**src/rtl/ldtu_pkg.sv**
```systemverilog
// Shared constants and types for the LiTe-DTU output framing stage:
// trailer tag, CRC-12 parameters, idle word and framer state encoding.
package ldtu_pkg;

   localparam logic [3:0]  LDTU_TRAILER_TAG = 4'b1101;
   localparam logic [11:0] LDTU_CRC_POLY    = 12'h80F;
   localparam logic [11:0] LDTU_CRC_INIT    = 12'hFFF;
   localparam logic [31:0] LDTU_IDLE_WORD   = 32'h5A5A_5A5A;

   typedef enum logic {
      S_DATA    = 1'b0,
      S_TRAILER = 1'b1
   } ldtu_state_e;

endpackage

```
**src/rtl/ldtu_frame_builder_if.sv**
```systemverilog
// Encoder-side and serializer-side signals of the frame builder.
// slave: framer view (DATA_32/Load/word_ready in, word stream + status out).
interface ldtu_frame_builder_if;

   logic [31:0] DATA_32;
   logic        Load;
   logic        word_ready;
   logic [31:0] word_out;
   logic        word_valid;
   logic        word_is_trailer;
   logic        overflow;
   logic [7:0]  drop_count;

   modport slave (
      input  DATA_32, Load, word_ready,
      output word_out, word_valid, word_is_trailer, overflow, drop_count
   );

   modport master (
      output DATA_32, Load, word_ready,
      input  word_out, word_valid, word_is_trailer, overflow, drop_count
   );

endinterface

```
**src/rtl/ldtu_crc12_word.sv**
```systemverilog
// Combinational CRC-12 (poly 0x80F) update over one 32-bit word, MSB first.
// Ports: crc_in[11:0], data[31:0] -> crc_out[11:0].
module ldtu_crc12_word
   import ldtu_pkg::*;
(
   input  logic [11:0] crc_in,
   input  logic [31:0] data,
   output logic [11:0] crc_out
);

   logic [11:0] c;

   always_comb begin
      c = crc_in;
      for (int i = 31; i >= 0; i--) begin
         if (c[11] ^ data[i])
            c = {c[10:0], 1'b0} ^ LDTU_CRC_POLY;
         else
            c = {c[10:0], 1'b0};
      end
      crc_out = c;
   end

endmodule

```
**src/rtl/ldtu_frame_builder.sv**
```systemverilog
// Output framer: FWFT FIFO of encoder words, trailer every FRAME_WORDS words.
// Ports: CLK, reset (sync, active-low), bus (slave modport). Macro: LDTU_FRAME_CRC_EN.
module ldtu_frame_builder
   import ldtu_pkg::*;
#(
   parameter int          FIFO_DEPTH  = 8,
   parameter int          FRAME_WORDS = 50,
   parameter logic [31:0] IDLE_WORD   = LDTU_IDLE_WORD
) (
   input logic                  CLK,
   input logic                  reset,
   ldtu_frame_builder_if.slave  bus
);

   localparam int          AW   = $clog2(FIFO_DEPTH);
   localparam logic [AW:0] PONE = (AW+1)'(1);
   localparam logic [7:0]  FW   = 8'(FRAME_WORDS);

   logic [31:0] mem_q [FIFO_DEPTH];
   logic [AW:0] wptr_q, rptr_q;
   logic        ovf_q;
   logic [7:0]  drop_q;

   ldtu_state_e state_q;
   logic [7:0]  count_q, fid_q;
   logic [7:0]  count_d;
   logic [11:0] crc_field;

   logic        empty, full, valid, hs, pop, push, drop;
   logic [31:0] head;

   assign empty = (wptr_q == rptr_q);
   assign full  = (wptr_q[AW-1:0] == rptr_q[AW-1:0]) &&
                  (wptr_q[AW] != rptr_q[AW]);
   assign head  = mem_q[rptr_q[AW-1:0]];

   assign valid = (state_q == S_TRAILER) || !empty;
   assign hs    = valid && bus.word_ready;
   assign pop   = hs && (state_q == S_DATA);
   // A pop frees the slot the same cycle, so a full FIFO still accepts.
   assign push  = bus.Load && (!full || pop);
   assign drop  = bus.Load && full && !pop;

   assign count_d = count_q + 8'd1;

`ifdef LDTU_FRAME_CRC_EN
   logic [11:0] crc_q, crc_d;

   ldtu_crc12_word u_crc (
      .crc_in  (crc_q),
      .data    (head),
      .crc_out (crc_d)
   );

   assign crc_field = crc_q;
`else
   assign crc_field = 12'h000;
`endif

   always_ff @(posedge CLK) begin
      if (push)
         mem_q[wptr_q[AW-1:0]] <= bus.DATA_32;
   end

   always_ff @(posedge CLK) begin
      if (!reset) begin
         wptr_q <= '0;
         rptr_q <= '0;
         ovf_q  <= 1'b0;
         drop_q <= '0;
      end else begin
         if (push)
            wptr_q <= wptr_q + PONE;
         if (pop)
            rptr_q <= rptr_q + PONE;
         if (drop) begin
            ovf_q <= 1'b1;
            if (drop_q != 8'hFF)
               drop_q <= drop_q + 8'd1;
         end
      end
   end

   always_ff @(posedge CLK) begin
      if (!reset) begin
         state_q <= S_DATA;
         count_q <= '0;
         fid_q   <= '0;
`ifdef LDTU_FRAME_CRC_EN
         crc_q   <= LDTU_CRC_INIT;
`endif
      end else begin
         unique case (state_q)
            S_DATA: begin
               if (pop) begin
                  count_q <= count_d;
`ifdef LDTU_FRAME_CRC_EN
                  crc_q   <= crc_d;
`endif
                  if (count_d == FW)
                     state_q <= S_TRAILER;
               end
            end
            S_TRAILER: begin
               if (hs) begin
                  state_q <= S_DATA;
                  count_q <= '0;
                  fid_q   <= fid_q + 8'd1;
`ifdef LDTU_FRAME_CRC_EN
                  crc_q   <= LDTU_CRC_INIT;
`endif
               end
            end
            default: state_q <= S_DATA;
         endcase
      end
   end

   always_comb begin
      bus.word_out = IDLE_WORD;
      if (state_q == S_TRAILER)
         bus.word_out = {LDTU_TRAILER_TAG, fid_q, crc_field, count_q};
      else if (!empty)
         bus.word_out = head;
   end

   assign bus.word_valid      = valid;
   assign bus.word_is_trailer = (state_q == S_TRAILER);
   assign bus.overflow        = ovf_q;
   assign bus.drop_count      = drop_q;

endmodule

```
**src/flat_wrapper.sv**
```systemverilog
// flat-port wrapper written by rule: the top's interface ports become plain ports
module ldtu_frame_builder_flat import ldtu_pkg::*;
#(
   parameter int          FIFO_DEPTH  = 8,
   parameter int          FRAME_WORDS = 50,
   parameter logic [31:0] IDLE_WORD   = LDTU_IDLE_WORD
)
  (CLK, reset, bus_DATA_32, bus_Load, bus_word_ready, bus_word_out, bus_word_valid, bus_word_is_trailer, bus_overflow, bus_drop_count);
  ldtu_frame_builder_if bus_i ();
  input logic CLK;
  input logic reset;
  input wire logic [$bits(bus_i.DATA_32)-1:0] bus_DATA_32;
  input wire logic [$bits(bus_i.Load)-1:0] bus_Load;
  input wire logic [$bits(bus_i.word_ready)-1:0] bus_word_ready;
  output wire logic [$bits(bus_i.word_out)-1:0] bus_word_out;
  output wire logic [$bits(bus_i.word_valid)-1:0] bus_word_valid;
  output wire logic [$bits(bus_i.word_is_trailer)-1:0] bus_word_is_trailer;
  output wire logic [$bits(bus_i.overflow)-1:0] bus_overflow;
  output wire logic [$bits(bus_i.drop_count)-1:0] bus_drop_count;
  assign bus_i.DATA_32 = bus_DATA_32;
  assign bus_i.Load = bus_Load;
  assign bus_i.word_ready = bus_word_ready;
  assign bus_word_out = bus_i.word_out;
  assign bus_word_valid = bus_i.word_valid;
  assign bus_word_is_trailer = bus_i.word_is_trailer;
  assign bus_overflow = bus_i.overflow;
  assign bus_drop_count = bus_i.drop_count;
  ldtu_frame_builder #(.FIFO_DEPTH(FIFO_DEPTH), .FRAME_WORDS(FRAME_WORDS), .IDLE_WORD(IDLE_WORD)) u_core (.CLK(CLK), .reset(reset), .bus(bus_i));
endmodule
```
**config.mk**
```make
export PLATFORM = sky130hd
export DESIGN_NAME = ldtu_frame_builder_flat
export DESIGN_NICKNAME = d
export VERILOG_FILES = /design/src/rtl/ldtu_pkg.sv /design/src/rtl/ldtu_frame_builder_if.sv /design/src/rtl/ldtu_crc12_word.sv /design/src/rtl/ldtu_frame_builder.sv /design/src/flat_wrapper.sv
export SDC_FILE = /design/constraint.sdc
export NUM_CORES = 1
export LEC_CHECK = 0
export CAP_MARGIN = 20
export CELL_PAD_IN_SITES_DETAIL_PLACEMENT = 0
export CELL_PAD_IN_SITES_GLOBAL_PLACEMENT = 1
export CORE_MARGIN = 8
export CORE_UTILIZATION = 40
export DETAILED_ROUTE_END_ITERATION = 8
export PLACE_DENSITY = 0.7
export RECOVER_POWER = 50
export SYNTH_ARGS = -nofsm -noshare
export SYNTH_HDL_FRONTEND = slang
export SYNTH_SLANG_ARGS = --single-unit
```
**constraint.sdc**
```tcl
create_clock -name CLK -period 7.3 [get_ports CLK]
set_input_delay 1.46 -clock CLK [delete_from_list [all_inputs] [get_ports CLK]]
set_output_delay 1.46 -clock CLK [all_outputs]
set_load 0.02 [all_outputs]
```
==> results.yml <==
die:
  num_rows: 62
  fp.coreArea_um2: 28900
  start_util_pct: 40.7
  ioPinCount: 79
  fp.dieArea_um2: 35100
  die_h_um: 187
  die_w_um: 187
critical_path:
  crit_fanout: 45
  critPathCaptureType: "output port"
  worstPathCellList: "buf_4 > mux4_2 > mux2i_1 > a21oi_1 > clkdlybuf4s50_1"
  cp_data_arrival_time_ns: 3.51
  cp-start-kind: "flip-flop"
  timing.critical_path.buf_inv: 2
  slowest_stage: "dfxtp_4"
  max_stage_delay_ns: 0.95
  path_class: "flip-flop to output port"
  cp.required_ns: 5.84
  cp_top_family: "buffers and inverters"
logic_synthesis:
  synth_top_area_cell: "edfxtp_1"
  ys.flop_type: "edfxtp_1"
  synth_area_leaders: "edfxtp_1, mux4_2, dfxtp_1, mux2i_1, nor2_1"
  ys_seq_area_share_pct: 71.7
  yosysTopAreaCellShare_pct: 65.4
  synth_cells: 641
  yosys_warnings: 0
  synth_seq_cells: 293
  avgSynthCellArea_um2: 18.3
  synth_edf_count: 256
  yosysUniqueCellTypes: 47
  syn_nets: 683
  syn_area_um2: 11800
  async_reset_ff_share_pct: 0
timing:
  tightestPinTransition_ns: 1.21
  hold_viol: 0
  rsz0062_at_grt: "false"
  post-route-min-period_ns: 4.97
  fin_skew_ns: 0.0149
  slew_headroom_pct: 19.4
  finalSetupViolCount: 0
  drv_slew: 0
  period_share_pct: 68.1
  finalSetupTns_ns: 0
  timing.fmax_mhz: 201
finish:
  final_nets: 779
  seqCellArea_um2: 8430
  multi_input_area_um2: 3140
  nFillCells: 2453
  syn_to_final_growth_pct: 18.4
  antennaDiodeCount: 0
  drive_gt1_share_pct: 18.2
placed_design:
  io_buffers: 78
  place_hpwl_mm: 15.7
  place.gp.congestion: 0.779
clock_tree:
  cts_tree: "yes"
  insertion_delay_ns: 0.56
  htree_levels: 1
  clk_pin_slew_worst_paths_ns: 0.06
  cts_resized: 0
  cts_sinks: 293
  postCtsHoldBufs: 0
  cts_buffer_depth: 3
  cts_setup_buffers: 0
  root_buffer: "clkbuf_16"
  cts_inserted_buffers: 30
power_and_ir_drop:
  vdd_drop_max_uv: 171
  p_total_mw: 4.03
  p_per_area_nw_per_um2: 289
  p_leak_nw: 4.30
route:
  vias: 6154
  vias_per_cell: 5.38
  wl_mm: 25.7
  drc: 0
  wl_per_cell_um: 22.5
  drt_iter0_markers: 370
  drtAntennaViolNets: 0
  drt_pass1_iterations: 5
grt:
  grt_max_degree: 46
  gr-usage-all-layers_pct: 14.5
  grt_pass1_vias: 6611
  grt_pass1_wl_mm: 39.9
  overflow: 0
  antenna_found_initial: 2
outcome:
  outcome: "completed"
job:
  drv_cap: 0
hold_path:
  hold_path.class: "flip-flop to flip-flop"
[logic make-up after synthesis]
group / count (synthesis) / share of synthesized area [%]
flip-flops: 293 / 71.7
AND/OR/NAND/NOR: 127 / 5.78
multiplexers: 101 / 15.4
AO/OA/AOI/OAI: 53 / 2.70
buffers and inverters: 38 / 1.51
XOR/XNOR: 23 / 2.26
adder cells (fa/ha/maj): 6 / 0.639
[worst min-delay path: cells and delay by family, from the launching register on]
| kind | cells | cell delay (ns) |
|---|---|---|
| flip-flops | 1 | 0.33 |
| AND/OR/NAND/NOR | 2 | 0.12 |
[final cells by class]
class,count,area share (%)
well taps,384,3.45
inverters,6,0.162
multi-input cells,310,22.6
repair buffers,96,6.55
flip-flops and latches,293,60.6
clock buffers,38,5.61
clock inverters,17,1.05
[through the flow]
| step | utilization (%) | setup slack (ns) | instances | area [um^2] | hold WS [ns] |
|---|---|---|---|---|---|
| floorplan | - | 1.80 | 641 | 11800 | 0.467 |
| global placement | 45.2 | 2.76 | 1088 | 13000 | 0.469 |
| detailed placement | 45.2 | 2.79 | 1088 | 13000 | 0.481 |
| CTS | 48.4 | 2.19 | 1143 | 14000 | 0.497 |
| global route | 48.2 | 2.03 | 1144 | 13900 | 0.528 |
| finish | 48.2 | 2.33 | 1144 | 13900 | 0.481 |
[cell usage after synthesis (all sizes together) (4+ instances only)]
master    n
nand2    22
inv       6
buf      16
clkbuf   16
nand3b    5
o21ai    18
dfxtp    37
nor4      4
nor2b     7
nand2b    6
nor2     41
nand3    18
xor2     11
mux4     64
nor3      7
xnor2    12
edfxtp  256
mux2i    37
a21oi    25
nand4     7
ha        6
[cells in the final DEF, fill, tap and decap left out, types with 2 or more instances in the layout]
| cell type | synthesis | layout |
|---|---|---|
| dfxtp_2 | 0 | 2 |
| o21ai_1 | 6 | 6 |
| nor2b_1 | 7 | 7 |
| nand3b_1 | 5 | 5 |
| nand2b_1 | 6 | 6 |
| clkinv_2 | 0 | 3 |
| o21ai_0 | 11 | 12 |
| edfxtp_1 | 256 | 256 |
| a21oi_1 | 25 | 25 |
| and3_1 | 3 | 3 |
| nor4_1 | 3 | 3 |
| dlygate4sd3_1 | 0 | 38 |
| clkdlybuf4s50_1 | 0 | 40 |
| mux2i_1 | 37 | 37 |
| clkbuf_1 | 15 | 9 |
| dfxtp_1 | 37 | 34 |
| nor3_1 | 6 | 3 |
| nand2_1 | 22 | 22 |
| nand4_1 | 6 | 6 |
| inv_1 | 6 | 6 |
| nand3_1 | 15 | 16 |
| nor2_4 | 0 | 3 |
| a31oi_1 | 3 | 3 |
| clkinv_1 | 0 | 11 |
| nor3_2 | 1 | 4 |
| xnor2_1 | 9 | 9 |
| buf_4 | 0 | 17 |
| xnor2_4 | 3 | 3 |
| nor2_1 | 41 | 38 |
| mux4_2 | 64 | 64 |
| xor2_1 | 10 | 10 |
| clkbuf_16 | 0 | 30 |
| ha_1 | 6 | 6 |
| bufinv_16 | 0 | 2 |
| or3_1 | 3 | 3 |
[flip-flops by register name, indices dropped and copies added (netlist names), named ones only]
signal and count:
u_core.count_q 8, u_core.fid_q 8, u_core.mem_q 256, u_core.rptr_q 4
u_core.wptr_q 4, u_core.bus.word_is_trailer 1, u_core.bus.drop_count 8, u_core.bus.overflow 1
[worst paths after layout]
path                              start                  end  slack [ns]  depth (start not counted)
max                           flip-flop      bus_word_out[4]        2.33                          5
min                 u_core.bus.overflow  u_core.bus.overflow        0.48                          2
max reg2reg  u_core.bus.word_is_trailer   u_core.mem_q[0][5]        4.58                          6
min reg2reg         u_core.bus.overflow  u_core.bus.overflow        0.48                          2
[per-layer routing]
metal	GRT usage [%]	vias up	share of wire [%]
met5	0	-	0.047
met3	3.24	41	6.1
li1	-	2750	-
met2	24.4	187	48
met4	3.24	2	1.8
met1	19.1	3174	44
[power breakdown]
| group | internal (mW) | total (mW) | leakage [nW] | switching, mW |
|---|---|---|---|---|
| combinational | 0.325 | 0.667 | 1.23 | 0.342 |
| sequential | 1.87 | 1.93 | 2.63 | 0.0668 |
| clock | 0.824 | 1.43 | 0.448 | 0.605 |
(Power assumes the default switching activity.)
